<file path="src/rtl/if_stage_multi.sv">
// ---------------------------------------------------------------------------
// if_stage_multi
//
// Instruction-fetch stage with several outstanding instruction-SRAM reads.
// Returned instructions go into a small fetch queue ahead of ID. When the
// stage is redirected, it does not wait for the bus to drain. Responses that
// belong to requests issued before the redirect are counted as stale and
// dropped when they come back.
//
// Ports
//   clk, reset          clock, synchronous active-high reset
//   wb_flush/wb_target  writeback redirect (exception/ertn/refetch), wins
//   br_stall            unresolved branch in ID: no issue, br_taken ignored
//   br_taken/br_target  branch redirect from ID
//   ds_allowin          ID accepts the queue head this cycle
//   fs_to_ds_valid/bus  queue head, bus = {adef, inst[31:0], pc[31:0]}
//   inst_sram_*         SRAM-like request/addr_ok/data_ok instruction port
// ---------------------------------------------------------------------------
module if_stage_multi #(
  parameter logic [31:0] RESET_PC        = 32'h1C00_0000,
  parameter int          MAX_OUTSTANDING = 2,
  parameter int          QUEUE_DEPTH     = 4
) (
  input  logic        clk,
  input  logic        reset,
  input  logic        wb_flush,
  input  logic [31:0] wb_target,
  input  logic        br_stall,
  input  logic        br_taken,
  input  logic [31:0] br_target,
  input  logic        ds_allowin,
  output logic        fs_to_ds_valid,
  output logic [64:0] fs_to_ds_bus,
  output logic        inst_sram_req,
  output logic        inst_sram_wr,
  output logic [1:0]  inst_sram_size,
  output logic [3:0]  inst_sram_wstrb,
  output logic [31:0] inst_sram_addr,
  output logic [31:0] inst_sram_wdata,
  input  logic        inst_sram_addr_ok,
  input  logic        inst_sram_data_ok,
  input  logic [31:0] inst_sram_rdata
);

  localparam int OW = $clog2(MAX_OUTSTANDING + 1);
  localparam int QW = $clog2(QUEUE_DEPTH + 1);
  localparam int PW = (MAX_OUTSTANDING > 1) ? $clog2(MAX_OUTSTANDING) : 1;
  localparam int FW = (QUEUE_DEPTH > 1) ? $clog2(QUEUE_DEPTH) : 1;
  localparam int SW = ((OW > QW) ? OW : QW) + 1;

  // Architectural state
  logic [31:0]   fetch_pc_q;
  logic [OW-1:0] out_cnt_q;
  logic [OW-1:0] discard_cnt_q;
  logic          adef_stop_q;

  // PCs of in-flight requests, in issue order
  logic [31:0]   pend_mem [MAX_OUTSTANDING];
  logic [PW-1:0] pend_wr_q;
  logic [PW-1:0] pend_rd_q;

  // Fetch queue
  logic [64:0]   q_mem [QUEUE_DEPTH];
  logic [FW-1:0] q_wr_q;
  logic [FW-1:0] q_rd_q;
  logic [QW-1:0] q_cnt_q;

  // Combinational control
  logic          redirect_s;
  logic [31:0]   target_s;
  logic [OW-1:0] live_s;
  logic          q_full_s;
  logic          issue_s;
  logic          hs_s;
  logic          resp_s;
  logic          keep_s;
  logic          adef_s;
  logic          valid_s;
  logic          pop_s;
  logic          push_s;
  logic [64:0]   push_data_s;

  function automatic logic [PW-1:0] pend_next(input logic [PW-1:0] p);
    return (p == PW'(MAX_OUTSTANDING - 1)) ? {PW{1'b0}} : p + PW'(1);
  endfunction

  function automatic logic [FW-1:0] q_next(input logic [FW-1:0] p);
    return (p == FW'(QUEUE_DEPTH - 1)) ? {FW{1'b0}} : p + FW'(1);
  endfunction

  // Redirect, issue, response and queue control decisions
  always_comb begin
    redirect_s = wb_flush | (br_taken & ~br_stall);
    target_s   = wb_flush ? wb_target : br_target;
    live_s     = out_cnt_q - discard_cnt_q;
    q_full_s   = (q_cnt_q == QW'(QUEUE_DEPTH));
    // Space is reserved in the queue for every live request, so a response
    // never finds the queue full.
    issue_s    = ~reset & ~redirect_s & ~br_stall & ~adef_stop_q
               & (fetch_pc_q[1:0] == 2'b00)
               & (out_cnt_q < OW'(MAX_OUTSTANDING))
               & ((SW'(live_s) + SW'(q_cnt_q)) < SW'(QUEUE_DEPTH));
    hs_s       = issue_s & inst_sram_addr_ok;
    // data_ok with nothing outstanding is a bus protocol error; ignore it
    resp_s     = ~reset & inst_sram_data_ok & (out_cnt_q != {OW{1'b0}});
    // A response in the redirect cycle is stale as well
    keep_s     = resp_s & ~redirect_s & (discard_cnt_q == {OW{1'b0}});
    // Misaligned PC: raise ADEF only once everything older is in the queue
    adef_s     = ~reset & ~redirect_s & (fetch_pc_q[1:0] != 2'b00) & ~adef_stop_q
               & (live_s == {OW{1'b0}}) & ~q_full_s;
    valid_s    = ~reset & (q_cnt_q != {QW{1'b0}}) & ~wb_flush;
    pop_s      = valid_s & ds_allowin & ~redirect_s;
    push_s     = keep_s | adef_s;
    if (adef_s) begin
      push_data_s = {1'b1, 32'h0000_0000, fetch_pc_q};
    end else begin
      push_data_s = {1'b0, inst_sram_rdata, pend_mem[pend_rd_q]};
    end
  end

  // Fetch PC, counters, ADEF latch and FIFO pointers
  always_ff @(posedge clk) begin
    if (reset) begin
      fetch_pc_q    <= RESET_PC;
      out_cnt_q     <= {OW{1'b0}};
      discard_cnt_q <= {OW{1'b0}};
      adef_stop_q   <= 1'b0;
      pend_wr_q     <= {PW{1'b0}};
      pend_rd_q     <= {PW{1'b0}};
      q_wr_q        <= {FW{1'b0}};
      q_rd_q        <= {FW{1'b0}};
      q_cnt_q       <= {QW{1'b0}};
    end else begin
      if (redirect_s) begin
        fetch_pc_q <= target_s;
      end else if (hs_s) begin
        fetch_pc_q <= fetch_pc_q + 32'd4;
      end else begin
        fetch_pc_q <= fetch_pc_q;
      end

      adef_stop_q <= redirect_s ? 1'b0 : (adef_stop_q | adef_s);
      out_cnt_q   <= out_cnt_q + OW'(hs_s) - OW'(resp_s);

      if (redirect_s) begin
        discard_cnt_q <= out_cnt_q - OW'(resp_s);
      end else if (resp_s && (discard_cnt_q != {OW{1'b0}})) begin
        discard_cnt_q <= discard_cnt_q - OW'(1);
      end else begin
        discard_cnt_q <= discard_cnt_q;
      end

      // The pending-PC FIFO survives redirects: stale responses still pop it
      pend_wr_q <= hs_s   ? pend_next(pend_wr_q) : pend_wr_q;
      pend_rd_q <= resp_s ? pend_next(pend_rd_q) : pend_rd_q;

      if (redirect_s) begin
        q_wr_q  <= {FW{1'b0}};
        q_rd_q  <= {FW{1'b0}};
        q_cnt_q <= {QW{1'b0}};
      end else begin
        q_wr_q  <= push_s ? q_next(q_wr_q) : q_wr_q;
        q_rd_q  <= pop_s  ? q_next(q_rd_q) : q_rd_q;
        q_cnt_q <= q_cnt_q + QW'(push_s) - QW'(pop_s);
      end
    end
  end

  // Storage arrays; validity is tracked by the pointers above
  always_ff @(posedge clk) begin
    if (hs_s) begin
      pend_mem[pend_wr_q] <= fetch_pc_q;
    end
    if (push_s && !redirect_s) begin
      q_mem[q_wr_q] <= push_data_s;
    end
  end

  assign inst_sram_req   = issue_s;
  assign inst_sram_wr    = 1'b0;
  assign inst_sram_size  = 2'b10;
  assign inst_sram_wstrb = 4'b0000;
  assign inst_sram_addr  = fetch_pc_q;
  assign inst_sram_wdata = 32'h0000_0000;
  assign fs_to_ds_valid  = valid_s;
  assign fs_to_ds_bus    = valid_s ? q_mem[q_rd_q] : 65'h0;

endmodule

</file>
<file path="config.mk">
export PLATFORM = sky130hd
export DESIGN_NAME = if_stage_multi
export DESIGN_NICKNAME = d
export VERILOG_FILES = /design/src/rtl/if_stage_multi.sv
export SDC_FILE = /design/constraint.sdc
export NUM_CORES = 1
export LEC_CHECK = 0
export CORE_MARGIN = 2
export CORE_UTILIZATION = 46
export CTS_CLUSTER_DIAMETER = 50
export DETAILED_ROUTE_END_ITERATION = 7
export GPL_TIMING_DRIVEN = 0
export HOLD_SLACK_MARGIN = 0.03
export PLACE_DENSITY = 0.73
export SLEW_MARGIN = 5
export SYNTH_ARGS = -nofsm -noshare
export SYNTH_HDL_FRONTEND = slang
export SYNTH_SLANG_ARGS = --single-unit
</file>
<file path="constraint.sdc">
create_clock -name clk -period 5.4 [get_ports clk]
set_input_delay 1.08 -clock clk [delete_from_list [all_inputs] [get_ports clk]]
set_output_delay 1.08 -clock clk [all_outputs]
set_load 0.01 [all_outputs]
</file>
==> metrics <==
status=finished, final reports clean; Die Wd=191.9 um; placed cell area=19110 um^2; worst-margin pin slew=1.055 ns; commonest non-fill, non-tap cell in the layout=edfxtp_1; Synth Register Bits=373; Post-CTS Hold Fix Bufs=0; Worst path max stage delay=0.62 ns; Final Cycle Share=0.8917; worst-path fanout max=10; Worst Setup End Kind=output pin; reg2reg start=out_cnt_q[0]; initial antenna violation count=0; Reg2Reg Depth=11; Mapped Cells=1080; Final Worst Setup Slack=0.5850 ns; final slew viol count=0; Hold Crit Class=reg2reg; number of endpoints failing setup at the final stage=0; Data arrival, critical path=3.74 ns; commonest non-fill, non-tap cells in the layout=edfxtp_1 (324), clkdlybuf4s50_1 (201), nor2b_1 (77); Buffers on Ports=201; DPL Wire Length=25970 um; CP Class=in2out; slack of the worst reg-to-reg path=2.11 ns; Distinct cells, synth=69; CTS tree=built; DRT antenna net count=0; RSZ-0062 raised after global routing=no; synth-to-layout area growth=25.83%; Critical Path RT=4.32 ns; Starting Density=0.4690; share of the synthesized area in the top cell type=0.5991; Worst Setup EP=fs_to_ds_bus[28]; final hold slack=0.4729 ns; post-cts resize count=0; WL/cell=20.61 um; hold_sp=inst_sram_addr[7]; number of global-route vias before repair=10050; largest net degree at the start of global routing=46; io pins=242; nature of the critical path startpoint=input port; layout net count=1483; DR vias=10070; grt total ovfl=0; relative slew slack=0.2969; Synth Flop Type=edfxtp_1; Skew-Pair Late Insertion Delay=0.53 ns; die area=36820 um^2; Syn Area/Cell=15.04 um^2; GR Util All Layers=0.2080; Cell Chain, Critical Path=clkdlybuf4s50_1 > nor2_2 > nand2b_1 > clkbuf_1 > clkbuf_1 > nor2b_1 > clkdlybuf4s50_1; Diodes inserted=0; max frequency=207.7 MHz; drt pass-1 iters=5; DRC=0; slowest CP cell=clkbuf_1; design area=20430 um^2; H-tree Lvls=2; final WL=38100 um; clock slew at reported path FFs=0.06 ns; r2r endpoint=pend_mem[0][12]; PwrDens=311.5 nW/um^2; Post-synth EDFFs=324; CTS root buf=clkbuf_16; synthesized area=16240 um^2; # fillers=2710; Bufs on Longest Clock Path=3; Worst VDD drop=0.1835 mV; leading area contributor after synthesis=edfxtp_1; setup repair bufs after CTS=0; dpl ws=0.4526 ns; Final Critical Period=4.815 ns; Iteration-0 DRC Markers=765; Async S/R FF share, synth=0; share of cells above drive strength 1=0.1506; # rows=68; Final GP Congestion=0.8863; Ys Warns=0; number of max-cap violations=0; chip height=191.9 um; clock buffer count from CTS=40; Setup crit start=reset; Core Box Area=34630 um^2; CTS sink count=373; Pleak=6.668 nW; Area contributors post-synth=edfxtp_1 (60%), mux4_2 (9.0%), dfxtp_1 (6.0%), nor2b_1 (3.0%), mux2i_1 (2.4%); routed vias/inst=5.443; Final Hold Viols=0; clk_skew=0.02081 ns; sequential share of the synthesized area=0.6595; first-pass GRT wire length=57340 um
==> synthesized netlist by cell type, types with 12 or more instances <==
master	instances
edfxtp_1	324
nor2b_1	77
mux4_2	65
nor2_1	64
a21oi_1	51
dfxtp_1	49
clkbuf_1	44
and2_1	40
buf_4	40
nand2_1	40
mux2i_1	39
a211oi_1	23
o21ai_0	20
nand3_1	17
xnor2_1	17
ha_1	13
buf_2	12
nor3_1	12
==> metrics by stage <==
step	cells	utilization	setup TNS, ns	total power [mW]
5_1_grt	1849	0.5901	0	6.563
6_report	1849	0.5901	0	6.366
3_3_place_gp	1773	0.5475	-265.43	3.685
4_1_cts	1849	0.5901	0	6.412
3_5_place_dp	1778	0.5518	0	3.695
2_1_floorplan	1117	-	0	3.489
==> power breakdown <==
| group | switching, mW | internal [mW] | total (mW) |
|---|---|---|---|
| logic | 0.211 | 0.202 | 0.413 |
| clock network | 1.07 | 1.65 | 2.73 |
| registers | 0.0496 | 3.18 | 3.23 |
| total | 1.33 | 5.03 | 6.37 |
==> how the worst min path moves through the flow <==
stage	to	slack, ns	cells after the start
after floorplan	adef_stop_q	0.46	2
after global placement	pend_mem[1][7]	0.46	0
after detailed placement	pend_mem[0][7]	0.46	0
after CTS	pend_mem[1][7]	0.47	0
after global routing	pend_mem[1][7]	0.49	0
final	pend_mem[1][7]	0.47	0
==> layer usage <==
layer  track usage  routed length, um  vias to the layer above
met5             0                  0                        -
met4       0.06716                937                        0
met3       0.04257               3005                       58
met2        0.3468              18300                      436
met1        0.2740              15860                     4939
li1              -                  -                     4632
==> state kept, by name (all words and copies together), names as in the netlist, named ones only <==
name / count
q_wr_q: 2
q_rd_q: 2
q_mem: 260
q_cnt_q: 3
pend_wr_q: 1
inst_sram_addr: 32
pend_rd_q: 1
adef_stop_q: 1
out_cnt_q: 2
pend_mem: 64
discard_cnt_q: 2
==> worst max-delay path, delay by kind of cell <==
kind,cells,cell delay [ns]
buf+inv,4,2.20
simple gates,3,0.45
==> logic make-up after synthesis <==
family	after synthesis	share of synthesized area
flip-flops	373	0.6595
other	2	0.0004625
adder cells (fa/ha/maj)	14	0.01125
multiplexers	104	0.1142
buffers and inverters	115	0.03860
AND/OR/NAND/NOR	316	0.1109
XOR/XNOR	21	0.01133
AO/OA/AOI/OAI	135	0.05378
==> cell type report <==
class	instances	area [um^2]	share of cell area
clock buffer	50	1111	0.05437
multi-input combinational	629	5060	0.2476
sequential	373	10710	0.5241
timing repair buffer	206	2142	0.1048
clock inverter	21	215.2	0.01053
buffer	103	581.8	0.02847
inverter	12	45.04	0.002204
tap	455	569.3	0.02786
Power figures use the tool's default switching activity.
